$ cat config.mk
export PLATFORM = sky130hd
export DESIGN_NAME = truth_table_sweeper
export DESIGN_NICKNAME = d
export VERILOG_FILES = /design/src/rtl/sweeper_pkg.sv /design/src/rtl/settle_timer.sv /design/src/rtl/truth_table_sweeper.sv
export SDC_FILE = /design/constraint.sdc
export NUM_CORES = 1
export LEC_CHECK = 0
export ABC_AREA = 1
export ABC_CLOCK_PERIOD_IN_PS = 1740
export CAP_MARGIN = 10
export CORE_AREA = 2 2 66 68
export CTS_CLUSTER_DIAMETER = 120
export DETAILED_ROUTE_END_ITERATION = 10
export DIE_AREA = 0 0 68 70
export PLACE_DENSITY_LB_ADDON = 0.1
export SYNTH_ARGS = -nofsm -noshare
export SYNTH_HDL_FRONTEND = slang
export SYNTH_SLANG_ARGS = --single-unit
$ cat constraint.sdc
create_clock -name clk -period 1.74 [get_ports clk]
set_input_delay 0.174 -clock clk [delete_from_list [all_inputs] [get_ports clk]]
set_output_delay 0.174 -clock clk [all_outputs]
set_load 0.01 [all_outputs]
$ cat src/rtl/sweeper_pkg.sv
// Shared types and constants for the truth-table sweeper.
//   state_e  : sequencer states
//   VEC_W    : width of the input-vector index
//   NUM_VEC  : number of input vectors swept
//   LAST_VEC : index of the final vector; leaving it ends the sweep
package sweeper_pkg;

  localparam int unsigned VEC_W   = 3;
  localparam int unsigned NUM_VEC = 8;
  localparam logic [VEC_W-1:0] LAST_VEC = 3'd7;

  typedef enum logic [1:0] {
    StIdle,
    StSettle,
    StSample,
    StDone
  } state_e;

endpackage

$ cat src/rtl/settle_timer.sv
// Settle-time counter for one applied input vector.
//   clk, reset : clock and synchronous active-high reset
//   clr_i      : force the count to zero (wins over en_i)
//   en_i       : advance the count by one
//   tc_o       : count has reached SETTLE_CYCLES-1
module settle_timer #(
  parameter int unsigned CNT_W         = 8,
  parameter int unsigned SETTLE_CYCLES = 4
) (
  input  logic clk,
  input  logic reset,
  input  logic clr_i,
  input  logic en_i,
  output logic tc_o
);

  if (SETTLE_CYCLES < 1 || SETTLE_CYCLES > 255) begin : g_bad_settle
    $error("SETTLE_CYCLES must be in 1..255");
  end
  if (CNT_W < 32 && (SETTLE_CYCLES - 1) >= (32'd1 << CNT_W)) begin : g_bad_width
    $error("CNT_W too narrow for SETTLE_CYCLES-1");
  end

  localparam logic [CNT_W-1:0] LastCnt = CNT_W'(SETTLE_CYCLES - 1);

  logic [CNT_W-1:0] cnt_d, cnt_q;

  always_comb begin
    cnt_d = cnt_q;
    if (clr_i) begin
      cnt_d = '0;
    end else if (en_i) begin
      cnt_d = cnt_q + 1'b1;
    end
  end

  always_ff @(posedge clk) begin
    if (reset) begin
      cnt_q <= '0;
    end else begin
      cnt_q <= cnt_d;
    end
  end

  assign tc_o = (cnt_q == LastCnt);

endmodule

$ cat src/rtl/truth_table_sweeper.sv
// Characterises a 3-input, 1-output gate: applies vectors 000..111, holds each for
// SETTLE_CYCLES cycles, samples gate_out once, then compares against TRUTH_TABLE.
//   clk, reset    : clock and synchronous active-high reset
//   start         : begin a sweep (honoured only while idle)
//   abort         : abandon a running sweep without a done pulse
//   gate_out      : gate-under-test output, synchronous to clk
//   in1..in3      : gate inputs, in1 is the MSB of the vector index
//   busy          : sweep in progress
//   done          : one-cycle pulse when a sweep completes
//   pass          : observed matches TRUTH_TABLE (valid from done)
//   observed      : captured response, bit i for vector i
//   mismatch      : observed ^ TRUTH_TABLE (valid from done)
module truth_table_sweeper
  import sweeper_pkg::*;
#(
  parameter logic [7:0]  TRUTH_TABLE   = 8'hE9,
  parameter int unsigned SETTLE_CYCLES = 4,
  parameter int unsigned CNT_W         = 8
) (
  input  logic       clk,
  input  logic       reset,
  input  logic       start,
  input  logic       abort,
  input  logic       gate_out,
  output logic       in1,
  output logic       in2,
  output logic       in3,
  output logic       busy,
  output logic       done,
  output logic       pass,
  output logic [7:0] observed,
  output logic [7:0] mismatch
);

  state_e           state_d, state_q;
  logic [VEC_W-1:0] vec_d, vec_q;
  logic [7:0]       obs_d, obs_q;
  logic [7:0]       mis_d, mis_q;
  logic             pass_d, pass_q;
  logic             tc;
  logic             tmr_clr;
  logic             tmr_en;

  // Count only while settling; restart from zero for every new vector.
  assign tmr_en  = (state_q == StSettle);
  assign tmr_clr = (state_q != StSettle) || tc || abort;

  settle_timer #(
    .CNT_W        (CNT_W),
    .SETTLE_CYCLES(SETTLE_CYCLES)
  ) u_settle_timer (
    .clk  (clk),
    .reset(reset),
    .clr_i(tmr_clr),
    .en_i (tmr_en),
    .tc_o (tc)
  );

  always_comb begin
    state_d = state_q;
    vec_d   = vec_q;
    obs_d   = obs_q;
    mis_d   = mis_q;
    pass_d  = pass_q;
    unique case (state_q)
      StIdle: begin
        if (start) begin
          state_d = StSettle;
          vec_d   = '0;
          obs_d   = '0;
          mis_d   = '0;
          pass_d  = 1'b0;
        end
      end
      StSettle: begin
        if (abort) begin
          state_d = StIdle;
          mis_d   = '0;
          pass_d  = 1'b0;
        end else if (tc) begin
          state_d = StSample;
        end
      end
      StSample: begin
        if (abort) begin
          state_d = StIdle;
          mis_d   = '0;
          pass_d  = 1'b0;
        end else begin
          obs_d[vec_q] = gate_out;
          if (vec_q == LAST_VEC) begin
            // Verdict uses the response including the bit captured this cycle.
            state_d = StDone;
            mis_d   = obs_d ^ TRUTH_TABLE;
            pass_d  = (obs_d == TRUTH_TABLE);
          end else begin
            state_d = StSettle;
            vec_d   = vec_q + 1'b1;
          end
        end
      end
      StDone: begin
        state_d = StIdle;
      end
      default: begin
        state_d = StIdle;
      end
    endcase
  end

  always_ff @(posedge clk) begin
    if (reset) begin
      state_q <= StIdle;
      vec_q   <= '0;
      obs_q   <= '0;
      mis_q   <= '0;
      pass_q  <= 1'b0;
    end else begin
      state_q <= state_d;
      vec_q   <= vec_d;
      obs_q   <= obs_d;
      mis_q   <= mis_d;
      pass_q  <= pass_d;
    end
  end

  always_comb begin
    {in1, in2, in3} = 3'b000;
    if (state_q != StIdle) begin
      {in1, in2, in3} = vec_q;
    end
  end

  assign busy     = (state_q == StSettle) || (state_q == StSample);
  assign done     = (state_q == StDone);
  assign pass     = pass_q;
  assign observed = obs_q;
  assign mismatch = mis_q;

endmodule

==> run summary <==
total track usage -> 17.1%
Peak VDD IR -> 452 uV
Mapped Cells -> 221
critical path class -> reg2reg
worst hold stages -> 2
Sink Count -> 30
Synth Area in Compound Gates -> 10.5%
Inserted Clock Buffers -> 5
WL/cell -> 11.5 um
final setup vio count -> 0
largest family of logic cells by synthesized area -> simple AND/OR/NAND/NOR gates
worst skew pair latency -> 0.28 ns
Min-Delay Path Class -> reg2reg
CP startpoint kind -> register
clk buf depth -> 2
largest net degree at the start of global routing -> 21
Area growth, synth to finish -> 33.8%
vias in the first global route -> 1371
CTS tree -> yes
Placer Congestion -> 0.750
nets -> 275
Slew headroom -> 77.8%
# IOs -> 27
leakage -> 0.834 nW
register area -> 603 um2
crit path DAT -> 1.84 ns
final worst setup slack -> 0.123 ns
sequential share of the synthesized area -> 38.8%
dpl ws -> 0.0162 ns
initial antenna violation count -> 0
Die Wd -> 68 um
R2R Path End -> pass
fin. max-slew vios -> 0
Reg2Reg Setup Slack -> 0.12 ns
mux cell area share after synthesis -> 0%
power per cell area -> 858 nW/um2
DRT iter0 DRCs -> 77
H-Tree Depth -> 2
die height -> 70 um
Fillers -> 436
simple-gate share of the synthesized area -> 35.5%
Worst EP required -> 1.96 ns
f_max -> 618 MHz
Yosys reg bits -> 30
DRT Wirelength -> 3.61 mm
die area -> 4760 um2
most common cell after layout, fill and taps aside -> nand2_1
vias -> 1480
final period utilization -> 92.9%
Final Hold Viols -> 0
library cells used by synthesis -> 24
Post-Synth XOR/XNOR Area -> 1.13%
Core Util, Final -> 50.0%
share of layout cells above drive strength 1 -> 14.1%
hold path startpoint -> mismatch[2]
total iterations of the first detailed-routing run -> 4
Synth Net Count -> 235
Top cell by count, worst path -> ha_1
DR vias/cell -> 4.71
Antenna diodes -> 0
max cap viols -> 0
Post-Synth Adder-Cell Area -> 7.27%
nature of the critical path endpoint -> register
minimum clock period -> 1.62 ns
PortBufs -> 26
Ys Warns -> 0
Synth Area per Inst -> 7.01 um2
site row count -> 24
DRC Markers -> 0
critical-path maximum fanout -> 9
area of the multi-input gates -> 868 um2
clock-pin transition on the worst setup and hold timing paths -> 0.06 ns
grt total ovfl -> 0
first-pass GRT wire length -> 6.16 mm
post-synthesis cell area -> 1550 um2
core area -> 4140 um2
clock skew -> 0.00586 ns
Root Driver -> clkbuf_8
Slowest-stage cell, CP -> dfxtp_1
hold path endpoint -> mismatch[2]
Critical Path Max Stage Delay -> 0.31 ns
Cell Chain, Critical Path -> ha_1 -> ha_1 -> nor3_4 -> nand3b_1 -> buf_12 -> nand2_1 -> a21oi_2
Worst R2R Start -> vec_q[0]
run status -> complete, no violations
Starting Density -> 37.4%
reg2reg path depth -> 7
most frequent cells in the layout -> 65 x nand2_1, 28 x dfxtp_1, 27 x a21oi_1, 22 x clkdlybuf4s50_1, 21 x nand3_1
final antenna-violating net count -> 0
Worst Max-Slew Pin Slew -> 0.329 ns
DP HPWL -> 2.62 mm
-- critical path: cells and delay by family, from the launching register on --
kind / cells / cell delay [ns]
AND/OR/NAND/NOR: 3 / 0.53
AO/OA/AOI/OAI: 1 / 0.13
flip-flops: 1 / 0.31
buffers and inverters: 1 / 0.13
adder cells (fa/ha/maj): 2 / 0.44
-- state kept, by name (all words and copies together), names as in the netlist --
| signal | flops |
|---|---|
| vec_q | 3 |
| mismatch | 8 |
| state_q | 2 |
| pass | 1 |
| u_settle_timer.cnt_q | 8 |
| observed | 8 |
-- worst max-delay path by stage --
stage,startpoint,endpoint,slack (ns),depth (start not counted)
2_1_floorplan,state_q[0],mismatch[0],0.21,7
4_1_cts,state_q[0],pass,0.06,9
6_report,vec_q[0],pass,0.12,7
5_1_grt,state_q[1],u_settle_timer.cnt_q[7],-0.0004,10
3_3_place_gp,vec_q[0],mismatch[0],0.05,6
3_5_place_dp,vec_q[0],mismatch[1],0.02,6
-- synthesized netlist by cell type --
master | n | share of area, %
buf_2 | 3 | 0.97
nor3_1 | 3 | 0.97
nand2_2 | 1 | 0.40
inv_2 | 2 | 0.48
dfxtp_1 | 30 | 39
nand3_1 | 21 | 6.8
or2_2 | 2 | 0.81
nor3b_4 | 1 | 1.2
xor2_1 | 2 | 1.1
nor3_2 | 1 | 0.65
or2_0 | 1 | 0.40
inv_1 | 20 | 4.8
and3_1 | 1 | 0.40
o21ai_0 | 3 | 0.97
clkbuf_1 | 2 | 0.48
nand3b_1 | 1 | 0.48
nor2_2 | 2 | 0.81
a21oi_1 | 28 | 9.0
nand3_2 | 1 | 0.65
nand2_1 | 65 | 16
o21a_1 | 1 | 0.48
nor2_1 | 14 | 3.4
ha_1 | 9 | 7.3
nand4_1 | 7 | 2.8
-- metal layers --
layer | part of all wire [%] | routed length, um | global-route usage (%)
met5 | 0 | 0 | 0
met4 | 1.3 | 48 | 6.67
met3 | 4.4 | 157 | 4.99
met2 | 40 | 1450 | 23.2
met1 | 54 | 1960 | 25.2
-- area by class of cell --
type | count | area share [%]
Timing Repair Buffer | 38 | 17.5
Clock buffer | 7 | 4.17
Inverter | 22 | 3.99
Tap cell | 52 | 3.14
Multi-Input combinational cell | 164 | 41.9
Sequential cell | 30 | 29.1
Clock inverter | 1 | 0.242
-- cells by family after synthesis --
group	after synthesis
AND/OR/NAND/NOR	121
adder cells (fa/ha/maj)	9
buffers and inverters	27
flip-flops	30
XOR/XNOR	2
AO/OA/AOI/OAI	32
-- power by group --
part | switching [mW] | internal [mW]
clock network | 0.265 | 0.319
logic | 0.257 | 0.203
registers | 0.0203 | 0.713
total | 0.542 | 1.23
-- per-stage QoR --
| stage | power [mW] | cells | hold slack, ns | setup TNS [ns] | cell area (um2) |
|---|---|---|---|---|---|
| floorplan | 0.994 | 221 | 0.353 | 0 | 1550 |
| global placement | 1.16 | 305 | 0.456 | 0 | 1930 |
| detailed placement | 1.16 | 305 | 0.458 | 0 | 1930 |
| CTS | 1.80 | 314 | 0.466 | 0 | 2050 |
| global route | 1.89 | 314 | 0.478 | -0.000394 | 2070 |
| finish | 1.78 | 314 | 0.463 | 0 | 2070 |
-- what timing repair did --
item | in CTS | in global routing
setup buffers | 1 | 0
gates cloned | 0 | 0
hold endpoints to repair | 0 | 0
hold buffers | 0 | 0
endpoints found under the setup margin | 5 | 11
pin swaps | 0 | 1
gates resized for setup | 7 | 8
No activity file was read; power rests on OpenSTA's default activity.
